### config.mk
export PLATFORM = sky130hd
export DESIGN_NAME = counter_snap_arb
export DESIGN_NICKNAME = d
export VERILOG_FILES = /design/src/rtl/counter_snap_arb.sv
export SDC_FILE = /design/constraint.sdc
export NUM_CORES = 1
export LEC_CHECK = 0
export ABC_CLOCK_PERIOD_IN_PS = 6100
export BUFFER_PORTS_ARGS = -buffer_cell sky130_fd_sc_hd__buf_2
export CAP_MARGIN = 20
export CELL_PAD_IN_SITES_DETAIL_PLACEMENT = 1
export CELL_PAD_IN_SITES_GLOBAL_PLACEMENT = 2
export CORE_MARGIN = 2
export CORE_UTILIZATION = 38
export CTS_CLUSTER_DIAMETER = 120
export DETAILED_ROUTE_END_ITERATION = 6
export HOLD_SLACK_MARGIN = 0.02
export PLACE_DENSITY = 0.82
export SLEW_MARGIN = 20
export SYNTH_ARGS = -nofsm -noshare
export SYNTH_HDL_FRONTEND = slang
export SYNTH_SLANG_ARGS = --single-unit
### constraint.sdc
create_clock -name clk -period 6.1 [get_ports clk]
set_input_delay 0.61 -clock clk [delete_from_list [all_inputs] [get_ports clk]]
set_output_delay 0.61 -clock clk [all_outputs]
set_load 0.005 [all_outputs]
### src/rtl/counter_snap_arb.sv
// counter_snap_arb: round-robin snapshot server for a shared counter; optional delta check via COUNTER_SNAP_MONO_CHECK_EN
module counter_snap_arb #(
    parameter int BITS      = 20,
    parameter int NREQ      = 4,
    parameter int MAX_DELTA = 4096
) (
    input  logic                    clk,
    input  logic                    rst,
    input  logic [BITS-1:0]         counter_in_i,
    input  logic [NREQ-1:0]         req_i,
    input  logic [NREQ-1:0]         clear_i,
    output logic [NREQ-1:0]         ack_o,
    output logic                    snap_valid_o,
    output logic [$clog2(NREQ)-1:0] snap_id_o,
    output logic [BITS-1:0]         snap_value_o,
    output logic [BITS-1:0]         snap_delta_o,
    output logic                    snap_first_o,
    output logic                    snap_err_o
);
    localparam int IDW = $clog2(NREQ);
    typedef enum logic [1:0] {IDLE, CAPT, RESP} state_t;
    state_t          state_q, state_d;
    logic [IDW-1:0]  gnt_q, gnt_d, rr_q, rr_d, pick;
    logic [BITS-1:0] cap_q, cap_d;
    logic [BITS-1:0] base_q [NREQ];
    logic [BITS-1:0] base_d [NREQ];
    logic [NREQ-1:0] base_vld_q, base_vld_d;
    logic            found;
    logic [NREQ-1:0] ack_d;
    logic            valid_d, first_d, err_d;
    logic [IDW-1:0]  id_d;
    logic [BITS-1:0] value_d, delta_d;
    // state, arbitration and snapshot registers; every output is a 1-cycle registered pulse
    always_ff @(posedge clk) begin
        if (rst) begin
            state_q      <= IDLE;
            gnt_q        <= '0;
            rr_q         <= '0;
            cap_q        <= '0;
            base_vld_q   <= '0;
            for (int i = 0; i < NREQ; i++) base_q[i] <= '0;
            ack_o        <= '0;
            snap_valid_o <= 1'b0;
            snap_id_o    <= '0;
            snap_value_o <= '0;
            snap_delta_o <= '0;
            snap_first_o <= 1'b0;
            snap_err_o   <= 1'b0;
        end else begin
            state_q      <= state_d;
            gnt_q        <= gnt_d;
            rr_q         <= rr_d;
            cap_q        <= cap_d;
            base_vld_q   <= base_vld_d;
            base_q       <= base_d;
            ack_o        <= ack_d;
            snap_valid_o <= valid_d;
            snap_id_o    <= id_d;
            snap_value_o <= value_d;
            snap_delta_o <= delta_d;
            snap_first_o <= first_d;
            snap_err_o   <= err_d;
        end
    end
    // round-robin pick, IDLE->CAPT->RESP sequencing and response formation
    always_comb begin
        state_d    = state_q;
        gnt_d      = gnt_q;
        rr_d       = rr_q;
        cap_d      = cap_q;
        base_d     = base_q;
        base_vld_d = base_vld_q;
        ack_d      = '0;
        valid_d    = 1'b0;
        id_d       = '0;
        value_d    = '0;
        delta_d    = '0;
        first_d    = 1'b0;
        found      = 1'b0;
        pick       = '0;
        for (int k = 0; k < NREQ; k++) begin
            if (!found && req_i[(int'(rr_q) + k) % NREQ]) begin
                found = 1'b1;
                pick  = IDW'((int'(rr_q) + k) % NREQ);
            end
        end
        case (state_q)
            IDLE: begin
                gnt_d   = found ? pick : gnt_q;
                state_d = found ? CAPT : IDLE;
            end
            CAPT: begin
                cap_d   = counter_in_i;
                state_d = RESP;
            end
            RESP: begin
                ack_d[gnt_q]      = 1'b1;
                valid_d           = 1'b1;
                id_d              = gnt_q;
                value_d           = cap_q;
                first_d           = ~base_vld_q[gnt_q];
                delta_d           = first_d ? '0 : cap_q - base_q[gnt_q];
                base_d[gnt_q]     = cap_q;
                base_vld_d[gnt_q] = 1'b1;
                rr_d              = (gnt_q == IDW'(NREQ - 1)) ? '0 : gnt_q + 1'b1;
                state_d           = IDLE;
            end
            default: state_d = IDLE;
        endcase
        base_vld_d = base_vld_d & ~clear_i;
`ifdef COUNTER_SNAP_MONO_CHECK_EN
        err_d = valid_d & ~first_d & (delta_d > BITS'(MAX_DELTA));
`else
        err_d = 1'b0 & (MAX_DELTA < 0);
`endif
    end
endmodule
# ---- Word-level counts from Yosys, hierarchy flattened
# Index checks and enable logic that the tools add are counted.
dict set report word_totals {
  input_bits 30
  reg_bits 158
  wordCells 89
  output_inout_bits 49
}
dict set report op_classes {
  eq_ne 3
  order_cmp 8
  muxes 34
  n_reduce_logical 15
  n_bitwise 9
  addsub 5
}
# op n
set op_table {}
lappend op_table {{80-bit bitwise mux} 1}
lappend op_table {{20-bit 2-to-1 mux} 3}
lappend op_table {{20-bit binary-select mux with 2-bit select} 1}
lappend op_table {{20-bit demux with 2-bit select} 1}
lappend op_table {{20-bit subtractor} 1}
lappend op_table {{1-bit 2-to-1 mux} 15}
lappend op_table {{3-bit by 4-bit < comparator with 1-bit output, second input constant} 3}
lappend op_table {{1-bit binary-select mux with 2-bit select} 5}
lappend op_table {{2-bit 2-to-1 mux} 5}
lappend op_table {{2-bit OR reduction} 4}
lappend op_table {{2-bit by 3-bit < comparator with 1-bit output, second input constant} 2}
lappend op_table {{1-bit logical AND} 5}
lappend op_table {{2-bit by 1-bit adder with 2-bit output, second input constant} 2}
lappend op_table {{2-bit adder, second input constant} 2}
lappend op_table {{4-bit AND} 1}
lappend op_table {{2-bit equality test, second input constant} 2}
lappend op_table {{4-bit 2-to-1 mux} 1}
lappend op_table {{4-bit NOT} 1}
lappend op_table {{4-bit bitwise OR} 1}
lappend op_table {{2-bit one-hot mux with 2 select lines} 1}
lappend op_table {{1-bit AND, first input constant} 3}
lappend op_table {{3-bit greater-or-equal comparator, second input constant} 1}
lappend op_table {{1-bit logical NOT} 3}
lappend op_table {{3-bit by 1-bit < comparator with 1-bit output, second input constant} 1}
lappend op_table {{other kinds (8)} 9}

# ---- Depth between registers and ports, before layout
# Gate-level depths: netlist of the first run.
dict set report logic_depth {
  word_depth 16
  ltp_mapped 12
  mapped_depth_nobuf 9
}

# ---- Worst setup path before layout of the first run
# Ideal clock, no wire load.
dict set report synth_timing {
  path_kind {reg-to-reg}
  startpoint {reg gnt_q[1]}
  endpoint {reg snap_delta_o[9]}
  arrival_ps 2698
  stages_incl_launch_ff 11
  required_time_ps 5986
  n_path_buf 1
  period_less_slack_ps 2812
  path_slack_ps 3288
  setup_time_ps 114
  cell_sequence {dfxtp_1 -> buf_2 -> mux4_2 -> inv_1 -> ha_1 -> nor2b_1 -> o31a_2 -> o221a_2 -> o32ai_2 -> xor2_1 -> nor2_1}
}
dict set report synth_via {
  elab_chain_cells 5
  elab_cells_between_ends 9
  classes_between {add/sub (1); mux (5); bitwise (2); reduce/logical (1)}
}
# item line
set synth_rtl {}
lappend synth_rtl {{start: declaration} 23} ;# logic [IDW-1:0] gnt_q, gnt_d, rr_q, rr_d, pick;
lappend synth_rtl {{start signal: assignment} 51} ;# gnt_q <= gnt_d;
lappend synth_rtl {{2-bit NOT with 3-bit output (implied by the code)} 102} ;# delta_d = first_d ? '0 : cap_q - base_q[gnt_q];
lappend synth_rtl {{20-bit binary-select mux with 2-bit select} 102}
lappend synth_rtl {{20-bit 2-to-1 mux (implied by the code) (2 in a row)} 102}
lappend synth_rtl {{20-bit subtractor} 102}
lappend synth_rtl {{end signal: assignment} 60} ;# snap_delta_o <= delta_d;
lappend synth_rtl {{end: declaration} 16} ;# output logic [BITS-1:0] snap_delta_o,
# Parallel ways exist; a longest one is shown, timed or not. The select of a mux whose other input is x is not followed.
# A chain may end at the register's enable or synchronous reset.

# ---- Final worst setup path of the first run
dict set report layout_timing {
  startpoint {reg gnt_q[0]}
  endpoint {reg snap_delta_o[16]}
}
# The elaborated chain is that of the path after synthesis.

==> impl_results.md, run 1 <==
* Cts-stage hold buffer count at 0
* Main flop type after synthesis: dfxtp_1
* Hold WC Path Type: in -> reg
* Height of the die at 137 microns
* Via density per instance at 5.26
* Worst EP required at 6450 ps
* RSZ-0062 raised after global routing: false
* Worst setup path class: reg -> reg
* Setup skew after layout at 10.9 ps
* Global-route wire length before repair at 30600 microns
* GR Overflow Total at 0
* Placer congestion estimate at 0.886
* Peak clock frequency supported by timing at 0.298 GHz
* Leakage power at 3.00 nW
* Portion of synthesized cell area occupied by the leading cell type at 47.2%
* Number of unique standard cell types used by synthesis at 55
* Area added between synthesis and finish at 16.7%
* Maximum count of clock buffers along a single path at 2
* Final Cycle Share at 54.9%
* Area after detailed placement at 7200 sq um
* Iteration-0 DRC count of the detailed router at 385
* Final period demand of the worst path at 3350 ps
* Initial standard-cell utilization of the core at 38.8%
* Number of antenna violations at the first check in global routing at 0
* Clk Tree Root Cell: clkbuf_16
* Maximum vdd drop at 0.233 mV
* Routed len/inst at 18.0 microns
* Number of antenna repair diodes at 0
* Worst relative slew slack at 31.8%
* DRC at 0
* Per-instance average area after synthesis at 8.63 sq um
* Number of pins exceeding their max-slew limit in the final report at 0
* Total die area at 18700 sq um
* Synthesis Warnings at 0
* H-Tree Depth at 4
* Final Cell Area at 7830 sq um
* Worst hold path stage count at 2
* Via total after detailed routing at 5621
* Ys async rst share at 0%
* Final setup fails at 0
* Top post-synthesis cells by area: dfxtp_1 (47%), nand2_1 (12%), a21oi_1 (9.0%), mux4_2 (7.1%), ha_1 (4.3%)
* Area of the core at 17300 sq um
* Number of flops mapped to enable cells by yosys at 0
* Post-Synthesis Cell Area at 6710 sq um
* Cell types with the highest counts after synthesis: nand2_1 (222), dfxtp_1 (158), a21oi_1 (120)
* TritonCTS buffer count at 17
* TritonCTS clock tree: yes
* Number of routed nets with antenna violations at 0
* Power per Cell Area at 320 nW/um^2
* Clock Latency Late Sink at 440 ps
* Result of the run: finished clean
* Routed wire length at 19300 microns
* Clock-pin slew on the worst setup and hold paths at 70 ps
* Global routing usage summed across all routing layers at 21.4%
* Count of state elements after synthesis at 158
* Number of clock sinks at 158
* Syn_nets at 831
* Port Buf Inserts at 77
* Cell count after synthesis at 777
* Most area-hungry cell type in the Yosys netlist: dfxtp_1
* Logic depth of the worst register-to-register path at 9
* Sequential element share of the synthesized area at 47.2%
* Maximum number of pins on one net before global-route repair at 117
* Number of standard-cell rows in the floorplan at 48
* Number of resized instances in the post-cts repair step at 0
* CP max FO at 11
* Post-CTS Setup Bufs at 0
* Startpoint type of the worst setup path: flip-flop
* Register-to-register path setup slack at 2750 ps
* Hold Vio Cnt, Final at 0
* Top Ports at 79
* Number of detailed-route iterations in the first pass at 4
* Critical Path AT at 3700 ps
* Setup TNS after final layout at 0 ps
* Detailed-placement wirelength estimate at 12900 microns
* Total design power at 2.50 mW
* Pre-CTS setup slack at 2880 ps
* Endpoint type of the worst setup path: flip-flop
* Share of final-layout standard cells stronger than drive strength 1 at 17.3%
* Setup ws final at 2750 ps
* Worst-margin pin slew at 1020 ps
* Number of fill cells at 2075
* Max-cap violation count at 0
* Dominant cell by count in the synthesized netlist: nand2_1
* Via count of the first global-routing pass at 5823
* Nets@finish at 885
* Die X at 137 microns
[worst max-delay path: stages (launching register included)]
cell and delay [ps]:
dfxtp_1 660, mux4_2 590, ha_1 220, fa_1 390, nor2b_1 210, o2111ai_1 220
a21oi_1 380, nand4_1 210, a31o_1 260, a21oi_1 120
[flip-flops by register name, summed over array words and instances (netlist names)]
name / cells
base_q: 80
cap_q: 20
snap_delta_o: 20
snap_value_o: 20
ack_o: 4
base_vld_q: 4
gnt_q: 2
rr_q: 2
snap_id_o: 2
state_q: 2
snap_first_o: 1
snap_valid_o: 1
[worst paths after layout]
| kind | startpoint | end |
|---|---|---|
| worst max-delay path | gnt_q[0]$_SDFFE_PP0P_ | snap_delta_o[16]$_SDFF_PP0_ |
| worst min-delay path | clear_i[3] | base_vld_q[3]$_SDFF_PP0_ |
| worst max register to register | gnt_q[0]$_SDFFE_PP0P_ | snap_delta_o[16]$_SDFF_PP0_ |
| worst min register to register | base_q[4]$_SDFFE_PP0P_ | base_q[4]$_SDFFE_PP0P_ |
[layout by cell type (no fill, tap or decap), types with 3 or more instances in the layout]
cell type / instances
a21o_1: 7
a21oi_1: 120
and2_1: 24
buf_2: 76
buf_4: 5
bufinv_16: 4
clkbuf_1: 3
clkbuf_16: 17
clkinvlp_4: 3
dfxtp_1: 158
ha_1: 23
inv_1: 25
mux4_2: 21
nand2_1: 222
nand4_1: 4
nor2_1: 32
nor2b_1: 7
nor3_1: 18
nor3b_1: 3
o21a_1: 8
o21ai_0: 7
o22ai_1: 4
xnor2_1: 5
xor2_1: 3
[layout make-up]
type | count | area, sq um | area share, %
clock buffer | 22 | 464 | 5.93
clock inverter | 10 | 161 | 2.06
inverter | 25 | 93.8 | 1.20
multi-input combinational | 547 | 3230 | 41.3
sequential | 158 | 3160 | 40.4
tap | 225 | 282 | 3.60
timing repair buffer | 82 | 429 | 5.48
[cell families after synthesis]
| kind of cell | Yosys count | share of synthesized area [%] |
|---|---|---|
| AO/OA/AOI/OAI | 170 | 14.8 |
| XOR/XNOR | 8 | 1.04 |
| adder cells (fa/ha/maj) | 24 | 4.59 |
| buffers and inverters | 72 | 4.66 |
| flip-flops | 158 | 47.2 |
| multiplexers | 24 | 7.52 |
| other | 1 | 0.0559 |
| AND/OR/NAND/NOR | 320 | 20.1 |
[per-stage QoR]
step / util (%) / hold slack, ps / std cells
3_5_place_dp: 41.6 / 447 / 1037
2_1_floorplan: - / 433 / 777
3_3_place_gp: 41.6 / 439 / 1037
5_1_grt: 45.2 / 339 / 1069
4_1_cts: 45.2 / 322 / 1069
6_report: 45.2 / 332 / 1069
[power breakdown]
| group | internal (mW) | total [mW] | switching [mW] | leakage, nW |
|---|---|---|---|---|
| Sequential | 1.05 | 1.08 | 0.0309 | 1.28 |
| Combinational | 0.118 | 0.292 | 0.174 | 1.42 |
| Clock | 0.705 | 1.13 | 0.428 | 0.296 |
[per-layer routing]
| layer | part of all wire [%] | track usage [%] | routed length, microns |
|---|---|---|---|
| met3 | 5.1 | 3.93 | 975 |
| met2 | 47 | 35.2 | 9070 |
| met4 | 0.92 | 6.53 | 178 |
| met5 | 0 | 0 | 0 |
| met1 | 47 | 28.8 | 9060 |
Power figures use the tool's default switching activity.
==> run 2: changes to the inputs <==
--- a/config.mk
+++ b/config.mk
@@ -5,17 +5,17 @@
 export SDC_FILE = /design/constraint.sdc
 export NUM_CORES = 1
 export LEC_CHECK = 0
-export ABC_CLOCK_PERIOD_IN_PS = 6100
+export ABC_CLOCK_PERIOD_IN_PS = 3200
 export BUFFER_PORTS_ARGS = -buffer_cell sky130_fd_sc_hd__buf_2
 export CAP_MARGIN = 20
 export CELL_PAD_IN_SITES_DETAIL_PLACEMENT = 1
 export CELL_PAD_IN_SITES_GLOBAL_PLACEMENT = 2
 export CORE_MARGIN = 2
-export CORE_UTILIZATION = 38
+export CORE_UTILIZATION = 35
 export CTS_CLUSTER_DIAMETER = 120
 export DETAILED_ROUTE_END_ITERATION = 6
 export HOLD_SLACK_MARGIN = 0.02
-export PLACE_DENSITY = 0.82
+export PLACE_DENSITY = 0.77
 export SLEW_MARGIN = 20
 export SYNTH_ARGS = -nofsm -noshare
 export SYNTH_HDL_FRONTEND = slang
==> constraint.sdc (replaced) <==
create_clock -name clk -period 3.2 [get_ports clk]
set_input_delay 0.32 -clock clk [delete_from_list [all_inputs] [get_ports clk]]
set_output_delay 0.32 -clock clk [all_outputs]
set_load 0.005 [all_outputs]
==> run 2 against run 1 <==
  * Register-to-register slack worse by 2500 ps
  * Highest routed layer unchanged
  * Routed wire length is 3.8% higher
  * Clock skew hardly changed
  * Flip-flop and latch count stayed put
  * Worst setup slack worse by 2500 ps
  * Final cell count is 2.8% higher
  * Largest cell class unchanged
  * Maximum frequency is 15% higher
  * Sequential power is 88% higher
  * Largest power group unchanged
  * Critical path depth stayed put
  * First-iteration DRC count is 11% lower
==> impl_results.md, run 2 (synthesized netlist as in run 1, its figures left out) <==
* Result of the run: finished clean
* Area added between synthesis and finish at 19.3%
* Critical Path AT at 3250 ps (-450 ps)
* Area of the core at 18800 sq um (+8.5%)
* Via count of the first global-routing pass at 5988 (+2.8%)
* Biggest register: base_q
* Placer congestion estimate at 0.840 (-5.2%)
* Routed len/inst at 18.2 microns (+0.98%)
* Routed wire length at 20000 microns (+3.8%)
* Total design power at 4.75 mW (+90%)
* Final period demand of the worst path at 2910 ps (-445 ps)
* Hold Worst Slack at 44.8 ps (-287 ps)
* Number of antenna repair diodes at 0 (unchanged)
* Max FFs per register at 80 (unchanged)
* Setup TNS after final layout at 0 ps (unchanged)
* Worst-margin pin slew at 1100 ps (+81.0 ps)
* Number of routed nets with antenna violations at 0 (unchanged)
* Via density per instance at 5.19 (-1.2%)
* Power per Cell Area at 593 nW/um^2 (+85%)
* GR Overflow Total at 0 (unchanged)
* Hold WC Path Type: in -> reg
* Die X at 142 microns (+4.1%)
* Clock Latency Late Sink at 430 ps (about the same)
* Via total after detailed routing at 5709 (+1.6%)
* Worst setup path class: reg -> reg
* Post-CTS Setup Bufs at 0 (unchanged)
* Initial standard-cell utilization of the core at 35.7% (-3.0 points)
* H-Tree Depth at 4 (unchanged)
* Core Util, Final at 42.7% (-2.6 points)
* Iteration-0 DRC count of the detailed router at 344 (-11%)
* Most common cell after layout, fill and taps aside: nand2_1
* Clock-pin slew on the worst setup and hold paths at 60 ps (about the same)
* Setup ws final at 293 ps (-2460 ps)
* Final Cycle Share at 90.8% (+36 points)
* Number of antenna violations at the first check in global routing at 0 (unchanged)
* CP max FO at 24 (+13)
* Hold Vio Cnt, Final at 0 (unchanged)
* Worst relative slew slack at 26.4% (-5.4 points)
* Pre-CTS setup slack at 326 ps (-2560 ps)
* Maximum vdd drop at 0.369 mV (+58%)
* Top Ports at 79 (unchanged)
* TritonCTS buffer count at 17 (unchanged)
* Port Buf Inserts at 77 (unchanged)
* DRC at 0 (unchanged)
* Register-to-register path setup slack at 290 ps (-2460 ps)
* Leakage power at 3.11 nW (+3.8%)
* Peak clock frequency supported by timing at 0.344 GHz (+15%)
* Number of clock sinks at 158 (unchanged)
* Total die area at 20300 sq um (+8.3%)
* Number of pins exceeding their max-slew limit in the final report at 0 (unchanged)
* Setup skew after layout at 10.7 ps (-0.194 ps)
* Detailed-placement wirelength estimate at 14000 microns (+9.1%)
* Global-route wire length before repair at 32100 microns (+5.1%)
* Maximum count of clock buffers along a single path at 2 (unchanged)
* Worst EP required at 3540 ps (-2910 ps)
* Max-cap violation count at 0 (unchanged)
* Height of the die at 142 microns (+4.1%)
* Clk Tree Root Cell: clkbuf_16
* RSZ-0062 raised after global routing: false
* Cts-stage hold buffer count at 0 (unchanged)
* Commonest non-fill, non-tap cells in the layout: nand2_1 (222), dfxtp_1 (158), a21oi_1 (120)
* Global routing usage summed across all routing layers at 20.6% (-0.82 points)
* Number of standard-cell rows in the floorplan at 50 (+4.2%)
* Number of resized instances in the post-cts repair step at 0 (unchanged)
* Maximum number of pins on one net before global-route repair at 119 (+1.7%)
* TritonCTS clock tree: yes
* Endpoint type of the worst setup path: flip-flop
* Number of detailed-route iterations in the first pass at 4 (unchanged)
* Share of final-layout standard cells stronger than drive strength 1 at 19.3% (+2.0 points)
* Nets@finish at 906 (+2.4%)
* Startpoint type of the worst setup path: flip-flop
* Final setup fails at 0 (unchanged)
run 2: cell count changes in the layout (fill, tap and decap cells not counted):
cell        change
buf_12          +2
clkinv_4        +2
clkinvlp_4      -2
bufinv_16       -1
buf_4          +19
clkbuf_8        +1
run 2: metrics by stage:
stage	cells	area [sq um]
after detailed placement	1067	7390
after global routing	1099	8010
after CTS	1099	8000
after floorplan	777	6710
final	1099	8010
after global placement	1067	7390
run 2: routing by layer:
layer	routed length [microns]	track usage (%)	up-vias
li1	-	-	2764
met2	9080	32.4	152
met5	0	0	-
met4	517	7.66	0
met1	9610	28.7	2757
met3	818	3.30	36
run 2: critical path, cell delays in order (launching register included):
cell,delay (ps)
dfxtp_1,360
buf_12,240
mux4_2,560
fa_1,420
nor2b_1,230
o2111ai_1,220
a21oi_1,240
nand4_1,170
a31o_1,260
a21oi_1,110
run 2: cell type report:
cell class | instances | area, sq um
Clock inverter | 9 | 134
Inverter | 25 | 93.8
Sequential cell | 158 | 3160
Clock buffer | 23 | 478
Fill cell | 2199 | 10800
Tap cell | 234 | 293
Multi-Input combinational cell | 547 | 3230
Timing Repair Buffer | 103 | 612
run 2: where the power goes:
group          switching (mW)  internal [mW]  total, mW
sequential             0.0333           2.00       2.03
clock                   0.807           1.29       2.10
combinational           0.368          0.251      0.619
total                    1.21           3.54       4.75
run 2: final timing paths:
| path | from | endpoint | cells after the start |
|---|---|---|---|
| max | gnt_q[1]$_SDFFE_PP0P_ | snap_delta_o[16]$_SDFF_PP0_ | 9 |
| min | clear_i[1] | base_vld_q[1]$_SDFF_PP0_ | 2 |
| max reg2reg | gnt_q[1]$_SDFFE_PP0P_ | snap_delta_o[16]$_SDFF_PP0_ | 9 |
| min reg2reg | base_q[45]$_SDFFE_PP0P_ | base_q[45]$_SDFFE_PP0P_ | 2 |
